===== src/rtl/cpu_pkg.sv =====
// Shared widths, reset constants and fetch FSM encoding for the 8-bit CPU.
package cpu_pkg;

  localparam int N_DATA   = 8;
  localparam int N_ADDR   = 8;
  localparam int RESET_PC = 0;

  typedef enum logic [1:0] {
    IDLE = 2'd0,
    REQ  = 2'd1,
    HOLD = 2'd2
  } fetch_state_t;

endpackage


===== src/rtl/pc_reg.sv =====
// Program counter register: async reset to RESET_PC, load has priority over inc.
module pc_reg
  import cpu_pkg::*;
#(
  parameter int AW = N_ADDR
) (
  input  logic          clk,
  input  logic          rst,
  input  logic          inc,
  input  logic          load,
  input  logic [AW-1:0] d,
  output logic [AW-1:0] q
);

  always_ff @(posedge clk or posedge rst) begin
    if (rst) begin
      q <= AW'(RESET_PC);
    end else if (load) begin
      q <= d;
    end else if (inc) begin
      q <= q + 1'b1;
    end
  end

endmodule


===== src/rtl/fetch_unit.sv =====
// Instruction-fetch stage: req/ack ROM read into an instruction register
// presented downstream on a valid/ready handshake.
module fetch_unit
  import cpu_pkg::*;
#(
  parameter int n  = N_DATA,
  parameter int AW = N_ADDR
) (
  input  logic          clk,
  input  logic          rst,
  input  logic          en,
  input  logic          halt,
  output logic [AW-1:0] rom_addr,
  output logic          rom_req,
  input  logic          rom_ack,
  input  logic [n-1:0]  rom_data,
  output logic [n-1:0]  Instruction,
  output logic          instr_valid,
  input  logic          instr_ready,
  input  logic          jump,
  input  logic [AW-1:0] jump_addr,
  output logic [AW-1:0] pc
);

  fetch_state_t  state, state_n;
  logic [AW-1:0] rom_addr_n;
  logic          rom_req_n;
  logic [n-1:0]  instr_n;
  logic          valid_n;
  logic          pc_inc;
  logic          pc_load;
  logic          go;

  assign go = en && !halt;

  pc_reg #(.AW(AW)) u_pc (
    .clk  (clk),
    .rst  (rst),
    .inc  (pc_inc),
    .load (pc_load),
    .d    (jump_addr),
    .q    (pc)
  );

  always_ff @(posedge clk or posedge rst) begin
    if (rst) begin
      state       <= IDLE;
      rom_addr    <= '0;
      rom_req     <= 1'b0;
      Instruction <= '0;
      instr_valid <= 1'b0;
    end else begin
      state       <= state_n;
      rom_addr    <= rom_addr_n;
      rom_req     <= rom_req_n;
      Instruction <= instr_n;
      instr_valid <= valid_n;
    end
  end

  always_comb begin
    state_n    = state;
    rom_addr_n = rom_addr;
    rom_req_n  = rom_req;
    instr_n    = Instruction;
    valid_n    = instr_valid;
    pc_inc     = 1'b0;
    pc_load    = 1'b0;
    case (state)
      IDLE: begin
        if (go) begin
          rom_addr_n = pc;
          rom_req_n  = 1'b1;
          state_n    = REQ;
        end
      end
      // A started read always completes; en/halt only gate the next start.
      REQ: begin
        if (rom_ack) begin
          instr_n   = rom_data;
          valid_n   = 1'b1;
          rom_req_n = 1'b0;
          pc_inc    = 1'b1;
          state_n   = HOLD;
        end
      end
      HOLD: begin
        if (instr_valid && instr_ready) begin
          valid_n = 1'b0;
          pc_load = jump;
          if (go) begin
            // pc already points past the consumed byte unless a jump redirects it
            rom_addr_n = jump ? jump_addr : pc;
            rom_req_n  = 1'b1;
            state_n    = REQ;
          end else begin
            state_n = IDLE;
          end
        end
      end
      default: state_n = IDLE;
    endcase
  end

endmodule


===== config.mk =====
export PLATFORM = sky130hd
export DESIGN_NAME = fetch_unit
export DESIGN_NICKNAME = d
export VERILOG_FILES = /design/src/rtl/cpu_pkg.sv /design/src/rtl/pc_reg.sv /design/src/rtl/fetch_unit.sv
export SDC_FILE = /design/constraint.sdc
export NUM_CORES = 1
export LEC_CHECK = 0
export CAP_MARGIN = 20
export CORE_MARGIN = 8
export CORE_UTILIZATION = 43
export CTS_BUF_LIST = sky130_fd_sc_hd__clkbuf_8 sky130_fd_sc_hd__clkbuf_16
export CTS_CLUSTER_SIZE = 20
export DETAILED_ROUTE_END_ITERATION = 16
export GPL_TIMING_DRIVEN = 1
export PLACE_DENSITY = 0.82
export REMOVE_ABC_BUFFERS = 1
export SYNTH_ARGS = -nofsm -noshare
export SYNTH_HDL_FRONTEND = slang
export SYNTH_SLANG_ARGS = --single-unit

===== constraint.sdc =====
create_clock -name clk -period 2.1 [get_ports clk]
set_clock_uncertainty 0.1 [all_clocks]
set_input_delay 0.42 -clock clk [delete_from_list [all_inputs] [get_ports clk]]
set_output_delay 0.42 -clock clk [all_outputs]
set_load 0.01 [all_outputs]

After elaboration in Yosys (flattened, before gate mapping)
Index checks and enable logic that the tools add are counted.
- $add $sub $neg: 1
- $mul: 0
- div/mod/pow operators: 0
- magnitude comparators: 0
- equal/unequal tests: 6
- shift-type cells: 0
- mux-type cells: 23
- bitwise logic cells: 0
- reductions and logical operators: 13
- operators with widths (kind ; count):
    two-way mux 8 bit ; 6
    one-hot mux 8 bit (2 select lines) ; 1
    two-way mux 1 bit ; 10
    AND reduction 3 bit ; 3
    adder 8 x 1 -> 8 bit (second input constant) ; 1
    inequality test 2 bit (second input constant) ; 4
    two-way mux 2 bit ; 3
    one-hot mux 2 bit (3 select lines) ; 1
    nonzero test 2 bit ; 3
    AND reduction 4 bit ; 1
    one-hot mux 1 bit (3 select lines) ; 1
    nonzero test 3 bit ; 1
    equality test 2 x 1 -> 1 bit (second input constant) ; 1
    equality test 2 bit (second input constant) ; 1
    logical AND 1 bit ; 2
    logical NOT 2 bit ; 1
    one-hot mux 1 bit (2 select lines) ; 1
    AND reduction 2 bit ; 1
    logical NOT 1 bit ; 1
- register bits: 28
- latch bits: 0
- RAM bits: 0
- bits in read-only memories: 0
- bits of input ports: 23
- output and inout port bits: 26
- word-level logic and storage cells: 49
- memories kept: 0

Longest topological paths before layout
Gate-level depths: netlist (run 1).
- depth after elaboration: 5
- gate-level depth with buffers: 6
- depth with buffers taken out: 5

Modules after synthesis
From an unflattened synthesis (run 1), not the netlist that was laid out.
- cell total of the unflattened synthesis: 114
- area total of the unflattened synthesis: 1346.3 um2
- by module, submodules not included (module ; times used ; cells an instance ; area an instance (um2) ; sequential area each (um2)):
    fetch_unit ; 1 ; 64 ; 900.9 ; 500.5
    pc_reg ; 1 ; 50 ; 445.4 ; 200.2

Worst setup path after synthesis (run 1)
No wires, ideal clock.
- path kind: register to register
- from: reg instr_valid
- to: reg rom_addr[0]
- setup time: 0.122 ns
- arrival: 1.326 ns
- required time: 1.878 ns
- path slack: 0.552 ns
- stages on the path, launching flop included: 6
- path buffers: 1
- period minus slack after synthesis: 1.548 ns
- cell sequence: dfrtp_1 -> nand2_2 -> a2111o_4 -> buf_6 -> nand2_1 -> o21ai_1
- longest elaborated chain between the ends: 3
- ends and longest elaborated chain (what ; line ; source):
    start: declaration ; fetch_unit.sv:18 ; output logic instr_valid,
    start signal: assignment ; fetch_unit.sv:57 ; instr_valid <= valid_n;
    logical AND 1 bit ; fetch_unit.sv:88 ; if (instr_valid && instr_ready) begin
    inequality test 2 bit (no line) ; -- ;
    AND reduction 4 bit (no line) ; -- ;
    end signal: assignment ; fetch_unit.sv:54 ; rom_addr <= rom_addr_n;
    end: declaration ; fetch_unit.sv:13 ; output logic [AW-1:0] rom_addr,
Every way passes these cells.
A chain may end at the register's enable or synchronous reset.

Worst setup path after layout (run 1)
- from: reg u_pc.q[3]
- to: out pc[3]
- RTL lines (what ; line ; source):
    start: declaration ; pc_reg.sv:12 ; output logic [AW-1:0] q
    start signal: assignment ; pc_reg.sv:17 ; q <= AW'(RESET_PC);
    start signal: assignment ; pc_reg.sv:21 ; q <= q + 1'b1;
    end: declaration ; fetch_unit.sv:22 ; output logic [AW-1:0] pc
No word-level cell between the ends.

==> impl_metrics.yaml, run 1 <==
routing:
  viasPerCell: 5.15
  wl_per_cell_um: 14.4
  drc: 0
  first_pass_iters: 4
  dr.first_iter.drc_count: 40
  drt_wl_total_um: 3210
  vias: 1149
  ant_nets: 0
clock_tree:
  clock-sinks: 28
  cts_resized: 0
  path_clk_slew_ns: 0.09
  cts_made_buffers: 3
  cts_hold_buf: 0
  clock-root-buffer: "clkbuf_8"
  h-tree-depth: 1
  clockBufferDepth: 2
  cts_setup_buffers: 0
  clk_latency_ns: 0.27
  cts_tree: "yes"
timing:
  period_share: 0.887
  fmax_mhz: 537
  rsz0062_at_grt: "no"
  slew_headroom: 0.764
  timing_worst_slew_pin_value_ns: 0.354
  fin_crit_ns: 1.86
  drv_slew: 0
  finalSetupViolations: 0
  hold_viol_final: 0
  fin_setup_tns_ns: 0
  holdWs_ns: 0.382
floorplan:
  num_rows: 20
  die_h_um: 71.5
  core_um2: 3000
  dieArea_um2: 5110
  io_pins: 49
  chipWidth_um: 71.5
  start_util: 0.441
critical_path:
  cp-start-kind: "register"
  critPathSlowestCell: "clkdlybuf4s50_1"
  slowest_delay_ns: 0.59
  end_kind: "output pin"
  crit_type: "reg -> out"
  critical_path_required_ns: 1.58
  cp.arrival_ns: 1.34
  cp_top_family: "buffers and inverters"
  crit_path_max_fanout: 7
  crit_path_cell_trace: "clkdlybuf4s50_1"
  crit_buf_inv: 1
  rrSetupSlack_ns: 0.58
synthesis:
  yosysUniqueCellTypes: 25
  ys_seq_area_frac: 0.529
  postSynthAreaPerCell_um2: 9.60
  synthCells: 138
  yosys_warnings: 0
  syn_area_um2: 1330
  synth_edf_count: 0
  ys_seq_elements: 28
  synthFlopType: "dfrtp_1"
  synth_async_sr_flop_share: 1.00
layout:
  layout_common_cells: "clkdlybuf4s50_1 (48), nand2_1 (44), dfrtp_1 (28)"
  drive_above_1_share: 0.0737
  area_growth_syn_to_layout_pct: 44.2
  multiInputGateArea_um2: 577
  fin_nets: 215
  n_antenna_cell: 0
  fillCellCount: 254
  mostFrequentLayoutCell: "clkdlybuf4s50_1"
  regArea_um2: 701
global_route:
  met3_usage: 0.0516
  grt_max_degree: 29
  grt.met2_usage: 0.230
  antenna_found_initial: 0
  grt_pass1_wl_um: 5400
  grt_pass1_vias: 1242
  use_met1: 0.129
  top_usage_layer: "met2"
  grt.overflow.total: 0
  grt_usage: 0.131
job:
  drv_cap: 0
outcome:
  status: "finished clean"
placed_design:
  place_hpwl_um: 2520
  portBuffers: 48
  gp_congestion: 0.784
pwr:
  power_density_nw_per_um2: 1270
  total_power_mw: 2.43
  p_leak_nw: 0.860
  ir_drop_uv: 553
worst_hold_path:
  hp-class: "reg -> reg"
-- cells by family (layout without fill, tap and decap cells) --
logic type,after synthesis,count (layout),share of synthesized area
simple gates,64,64,0.215
mux,9,9,0.0680
fa+ha+maj,1,1,0.00944
compound gates,21,21,0.103
buf+inv,9,61,0.0359
xor+xnor,6,6,0.0397
flops,28,28,0.529
-- synthesized netlist by cell type (2+ instances only) --
cell      number  area share
xor2_1         2       0.013
nand4_1        2      0.0094
xnor2_1        4       0.026
nand3_1        2      0.0076
o21ai_1       16       0.060
buf_2          5       0.019
nor2_1         3      0.0085
mux2i_1        9       0.068
nand2_1       44        0.12
inv_1          3      0.0085
nor3_1         5       0.019
nand3b_1       3       0.017
dfrtp_1       28        0.53
-- routing by layer --
layer / up-vias / share of wire
li1: 560 / -
met1: 544 / 0.39
met2: 38 / 0.50
met3: 7 / 0.078
met4: 0 / 0.031
met5: - / 0
-- area by class of cell --
| class | instances | share of cell area |
|---|---|---|
| Sequential cell | 28 | 0.367 |
| Multi-Input combinational cell | 101 | 0.302 |
| Timing Repair Buffer | 54 | 0.275 |
| Clock buffer | 4 | 0.0288 |
| Tap cell | 33 | 0.0216 |
| Inverter | 3 | 0.00589 |
-- per-stage QoR --
step	instances	utilization	setup WS, ns	instance area (µm²)
global route	223	0.636	0.170	1910
detailed placement	219	0.618	0.116	1860
finish	223	0.636	0.238	1910
CTS	223	0.636	0.223	1910
floorplan	132	-	0.391	1290
global placement	219	0.618	0.142	1860
-- final timing paths --
kind / start / endpoint / cells after the start
max: u_pc.q[3]$_DFFE_PP0P_ / pc[3] / 1
min: Instruction[0]$_DFFE_PP0P_ / Instruction[0]$_DFFE_PP0P_ / 2
max reg2reg: state[1]$_DFFE_PP0P_ / u_pc.q[6]$_DFFE_PP0P_ / 4
min reg2reg: Instruction[0]$_DFFE_PP0P_ / Instruction[0]$_DFFE_PP0P_ / 2
max in group asynchronous: rst / rom_addr[0]$_DFFE_PP0P_ / 3
min in group asynchronous: rst / Instruction[1]$_DFFE_PP0P_ / 3
-- where the power goes --
group,switching (mW),internal [mW],leakage (nW)
combinational,0.476,0.634,0.475
clock,0.162,0.168,0.0288
sequential,0.220,0.770,0.356
total,0.858,1.57,0.860
-- sequential cells by signal, summed over array words and instances (netlist names) --
register,count
rom_req,1
u_pc.q,8
state,2
rom_addr,8
instr_valid,1
Instruction,8
(Power assumes the default switching activity.)
==> run 2, diff against run 1 <==
--- a/config.mk
+++ b/config.mk
@@ -6,10 +6,10 @@
 export NUM_CORES = 1
 export LEC_CHECK = 0
 export CAP_MARGIN = 20
+export CORE_ASPECT_RATIO = 1.75
 export CORE_MARGIN = 8
 export CORE_UTILIZATION = 43
 export CTS_BUF_LIST = sky130_fd_sc_hd__clkbuf_8 sky130_fd_sc_hd__clkbuf_16
-export CTS_CLUSTER_SIZE = 20
 export DETAILED_ROUTE_END_ITERATION = 16
 export GPL_TIMING_DRIVEN = 1
 export PLACE_DENSITY = 0.82
==> run 2 against run 1 <==
Against the previous run: worst hold slack improved by 0.0012 ns; routed wire length rose by 6.3%; sequential cell count did not move; critical endpoint unchanged; largest cell class unchanged.
==> impl_metrics.yaml, run 2 (synthesis gave the netlist of run 1 again) <==
floorplan:
  num_rows: 26
  die_h_um: 89.4
  core_um2: 2930
  chipWidth_um: 58.0
  io_pins: 49
  dieArea_um2: 5180
  start_util: 0.453
routing:
  first_pass_iters: 4
  dr.first_iter.drc_count: 13
  drc: 0
  vias: 1154
  ant_nets: 0
  viasPerCell: 5.29
  wl_per_cell_um: 15.7
  drt_wl_total_um: 3410
layout:
  top_regs: "Instruction: 8 flops, rom_addr: 8 flops, u_pc.q: 8 flops"
  utilization: 0.656
  fin_nets: 215
  fillCellCount: 233
  area_growth_syn_to_layout_pct: 44.9
  layout_common_cells: "clkdlybuf4s50_1 (48), nand2_1 (44), dfrtp_1 (28)"
  drive_above_1_share: 0.0737
  mostFrequentLayoutCell: "clkdlybuf4s50_1"
  n_antenna_cell: 0
  fin_cells: 218
  multiInputGateArea_um2: 577
  fin_area_um2: 1920
  regArea_um2: 701
clock_tree:
  cts_hold_buf: 0
  clockBufferDepth: 2
  cts_made_buffers: 3
  path_clk_slew_ns: 0.10
  cts_resized: 0
  clk_latency_ns: 0.27
  cts_tree: "yes"
  clock-sinks: 28
  clock-root-buffer: "clkbuf_8"
  h-tree-depth: 1
  cts_setup_buffers: 0
pwr:
  p_leak_nw: 0.867
  power_density_nw_per_um2: 1320
  ir_drop_uv: 638
global_route:
  grt_pass1_vias: 1176
  grt_max_degree: 29
  grt.overflow.total: 0
  antenna_found_initial: 0
  grt_usage: 0.139
  grt_pass1_wl_um: 5600
placed_design:
  dp_cells: 214
  portBuffers: 48
  place_hpwl_um: 2690
  gp_congestion: 0.748
  dpl_cell_area_um2: 1850
critical_path:
  end_kind: "output pin"
  cp.arrival_ns: 1.38
  r2r_start: "state[1]$_DFFE_PP0P_"
  crit_buf_inv: 1
  rrSetupSlack_ns: 0.40
  cp.depth: 1
  cp-start-kind: "register"
  critical_path_required_ns: 1.58
  crit_type: "reg -> out"
  cp_top_family: "buffers and inverters"
  crit_path_max_fanout: 7
  r2r-end: "u_pc.q[6]$_DFFE_PP0P_"
  reg2reg_depth: 4
  cp-endpoint: "pc[3]"
  critPathSlowestCell: "clkdlybuf4s50_1"
  cp-startpoint: "u_pc.q[3]$_DFFE_PP0P_"
  slowest_delay_ns: 0.62
  crit_path_cell_trace: "clkdlybuf4s50_1"
timing:
  holdWs_ns: 0.383
  rsz0062_at_grt: "no"
  finalSetupViolations: 0
  drv_slew: 0
  period_share: 0.904
  timing_worst_slew_pin_value_ns: 0.356
  slew_headroom: 0.763
  hold_viol_final: 0
  fin_crit_ns: 1.90
  fin_setup_tns_ns: 0
  fmax_mhz: 526
worst_hold_path:
  hp-class: "reg -> reg"
  min_from: "Instruction[6]$_DFFE_PP0P_"
job:
  drv_cap: 0
outcome:
  status: "finished clean"
[run 2: cell count changes in the layout (fill, tap and decap cells not counted)]
cell / change
bufinv_16: +1
clkbuf_8: -1
[run 2: cell type report]
type	instances	share of cell area
sequential	28	0.365
multi-input combinational	101	0.300
timing repair buffer	54	0.274
clock buffer	3	0.0215
tap	28	0.0182
clock inverter	1	0.0156
inverter	3	0.00586
[run 2: layer usage]
| layer | wire [µm] | track usage | up-vias | part of all wire |
|---|---|---|---|---|
| li1 | - | - | 560 | - |
| met1 | 1390 | 0.150 | 557 | 0.41 |
| met2 | 1800 | 0.250 | 30 | 0.53 |
| met3 | 131 | 0.0216 | 7 | 0.038 |
| met4 | 93 | 0.0762 | 0 | 0.027 |
| met5 | 0 | 0 | - | 0 |
[run 2: worst min-delay path by stage]
stage / endpoint / slack (ns) / depth (start not counted)
after floorplan: Instruction[0]$_DFFE_PP0P_ / 0.39 / 1
after global placement: Instruction[1]$_DFFE_PP0P_ / 0.36 / 2
after detailed placement: Instruction[6]$_DFFE_PP0P_ / 0.36 / 2
after CTS: Instruction[6]$_DFFE_PP0P_ / 0.39 / 2
after global routing: Instruction[5]$_DFFE_PP0P_ / 0.41 / 2
final: Instruction[6]$_DFFE_PP0P_ / 0.38 / 2
[run 2: through the flow]
| step | setup WS [ns] | power [mW] |
|---|---|---|
| floorplan | 0.391 | 1.48 |
| global placement | 0.142 | 2.08 |
| detailed placement | 0.0986 | 2.14 |
| CTS | 0.216 | 2.56 |
| global route | 0.168 | 2.70 |
| finish | 0.201 | 2.54 |
[run 2: report_power, final]
group          switching (mW)  total, mW  internal [mW]  leakage (nW)
Sequential              0.223      0.993          0.770         0.356
Clock                   0.171      0.426          0.255        0.0357
Combinational           0.488       1.12          0.634         0.475
Total                   0.882       2.54           1.66         0.867
==> run 3, diff against run 2 <==
--- a/config.mk
+++ b/config.mk
@@ -8,11 +8,11 @@
 export CAP_MARGIN = 20
 export CORE_ASPECT_RATIO = 1.75
 export CORE_MARGIN = 8
-export CORE_UTILIZATION = 43
+export CORE_UTILIZATION = 47
 export CTS_BUF_LIST = sky130_fd_sc_hd__clkbuf_8 sky130_fd_sc_hd__clkbuf_16
 export DETAILED_ROUTE_END_ITERATION = 16
 export GPL_TIMING_DRIVEN = 1
-export PLACE_DENSITY = 0.82
+export PLACE_DENSITY = 0.88
 export REMOVE_ABC_BUFFERS = 1
 export SYNTH_ARGS = -nofsm -noshare
 export SYNTH_HDL_FRONTEND = slang
==> constraint.sdc (replaced) <==
create_clock -name clk -period 2.32 [get_ports clk]
set_clock_uncertainty 0.1 [all_clocks]
set_input_delay 0.464 -clock clk [delete_from_list [all_inputs] [get_ports clk]]
set_output_delay 0.464 -clock clk [all_outputs]
set_load 0.01 [all_outputs]
==> run 3 against run 2 <==
Against the previous run: clock power is 40% lower; routed wire length is 0.97% higher; sequential power is 9.5% lower; critical path depth stayed put; power is 15% lower; non-clock buffer count is 1 lower; first-iteration DRC count grew to 2.8 times the previous value; die area is 6.6% lower; worst hold slack better by 0.0099 ns; highest routed layer unchanged; combinational power is 9.8% lower; worst setup slack better by 0.23 ns; via count is 0.35% lower.
==> impl_metrics.yaml, run 3 (synthesis gave the netlist of run 1 again) <==
critical_path:
  crit_path_max_fanout: 7
  cp-startpoint: "u_pc.q[3]$_DFFE_PP0P_"
  crit_path_cell_trace: "clkdlybuf4s50_1"
  cp-start-kind: "register"
  cp-endpoint: "pc[3]"
  cp_top_family: "buffers and inverters"
  crit_type: "reg -> out"
  crit_buf_inv: 1
  r2r_start: "state[1]$_DFFE_PP0P_"
  cp.depth: 1
  rrSetupSlack_ns: 0.74
  end_kind: "output pin"
  critical_path_required_ns: 1.76
  critPathSlowestCell: "clkdlybuf4s50_1"
  cp.arrival_ns: 1.32
  reg2reg_depth: 4
  r2r-end: "u_pc.q[0]$_DFFE_PP0P_"
  slowest_delay_ns: 0.59
routing:
  vias: 1150
  dr.first_iter.drc_count: 36
  first_pass_iters: 4
  drt_wl_total_um: 3450
  viasPerCell: 5.35
  ant_nets: 0
  drc: 0
  wl_per_cell_um: 16.0
timing:
  fmax_mhz: 530
  finalSetupViolations: 0
  period_share: 0.814
  rsz0062_at_grt: "no"
  slew_headroom: 0.757
  hold_viol_final: 0
  fin_crit_ns: 1.89
  drv_slew: 0
  timing_worst_slew_pin_value_ns: 0.364
  fin_setup_tns_ns: 0
clock_tree:
  clock-sinks: 28
  cts_setup_buffers: 0
  cts_made_buffers: 3
  cts_tree: "yes"
  cts_hold_buf: 0
  clockBufferDepth: 2
  clock-root-buffer: "clkbuf_8"
  cts_resized: 0
  clk_latency_ns: 0.27
  h-tree-depth: 1
  path_clk_slew_ns: 0.09
worst_hold_path:
  hp-class: "reg -> reg"
floorplan:
  start_util: 0.493
  io_pins: 49
  die_h_um: 86.2
  chipWidth_um: 56.1
  core_um2: 2690
  dieArea_um2: 4840
  num_rows: 25
job:
  drv_cap: 0
placed_design:
  place_hpwl_um: 2810
  portBuffers: 48
  gp_congestion: 0.775
global_route:
  grt_pass1_vias: 1267
  grt.overflow.total: 0
  grt_pass1_wl_um: 5810
  grt_max_degree: 29
  antenna_found_initial: 0
  grt_usage: 0.144
pwr:
  ir_drop_uv: 675
  total_power_mw: 2.17
  power_density_nw_per_um2: 1150
  p_leak_nw: 0.848
layout:
  fin_nets: 214
  mostFrequentLayoutCell: "clkdlybuf4s50_1"
  top_regs: "Instruction: 8 flops, rom_addr: 8 flops, u_pc.q: 8 flops"
  drive_above_1_share: 0.0638
  n_antenna_cell: 0
  fillCellCount: 211
  area_growth_syn_to_layout_pct: 42.0
  layout_common_cells: "clkdlybuf4s50_1 (48), nand2_1 (44), dfrtp_1 (28)"
outcome:
  status: "finished clean"
==> run 3: changes by cell type in the layout (fill, tap and decap cells not counted) <==
cell | previous run | this run
bufinv_16 | 1 | 0
buf_4 | 6 | 5
==> run 3: stage by stage <==
step	util	instance area, µm²	instances	setup WS [ns]	hold slack [ns]
after floorplan	-	1290	132	0.611	0.414
after global placement	0.684	1840	212	0.275	0.358
after detailed placement	0.684	1840	212	0.201	0.376
after CTS	0.700	1880	215	0.418	0.397
after global routing	0.700	1880	215	0.379	0.415
final	0.700	1880	215	0.432	0.393
==> run 3: metal layers <==
metal / track usage / up-vias / routed length (µm)
met3: 0.0454 / 4 / 211
li1: - / 558 / -
met5: 0 / - / 0
met4: 0.0527 / 0 / 57
met2: 0.260 / 35 / 1870
met1: 0.149 / 553 / 1300
==> run 3: cell type report <==
| class | instances | area (µm²) | area share |
|---|---|---|---|
| clock buffers | 3 | 41.3 | 0.0219 |
| inverters | 3 | 11.3 | 0.00598 |
| multi-input cells | 101 | 577 | 0.307 |
| flip-flops and latches | 28 | 701 | 0.372 |
| well taps | 27 | 33.8 | 0.0180 |
| repair buffers | 53 | 518 | 0.275 |
==> run 3: worst min path at each step <==
stage                                          start                         end  slack, ns  cells past startpoint
after CTS                    rom_addr[2]$_DFFE_PP0P_     rom_addr[2]$_DFFE_PP0P_       0.40                      2
final                     Instruction[4]$_DFFE_PP0P_  Instruction[4]$_DFFE_PP0P_       0.39                      2
after global routing      Instruction[4]$_DFFE_PP0P_  Instruction[4]$_DFFE_PP0P_       0.41                      2
after floorplan           Instruction[0]$_DFFE_PP0P_  Instruction[0]$_DFFE_PP0P_       0.41                      2
after detailed placement     rom_addr[2]$_DFFE_PP0P_     rom_addr[2]$_DFFE_PP0P_       0.38                      2
after global placement    Instruction[4]$_DFFE_PP0P_  Instruction[4]$_DFFE_PP0P_       0.36                      2
==> run 3: power breakdown <==
part / switching [mW] / internal [mW] / leakage [nW] / total (mW)
sequential: 0.202 / 0.697 / 0.356 / 0.899
combinational: 0.446 / 0.569 / 0.471 / 1.01
clock: 0.139 / 0.116 / 0.0216 / 0.255
total: 0.786 / 1.38 / 0.848 / 2.17
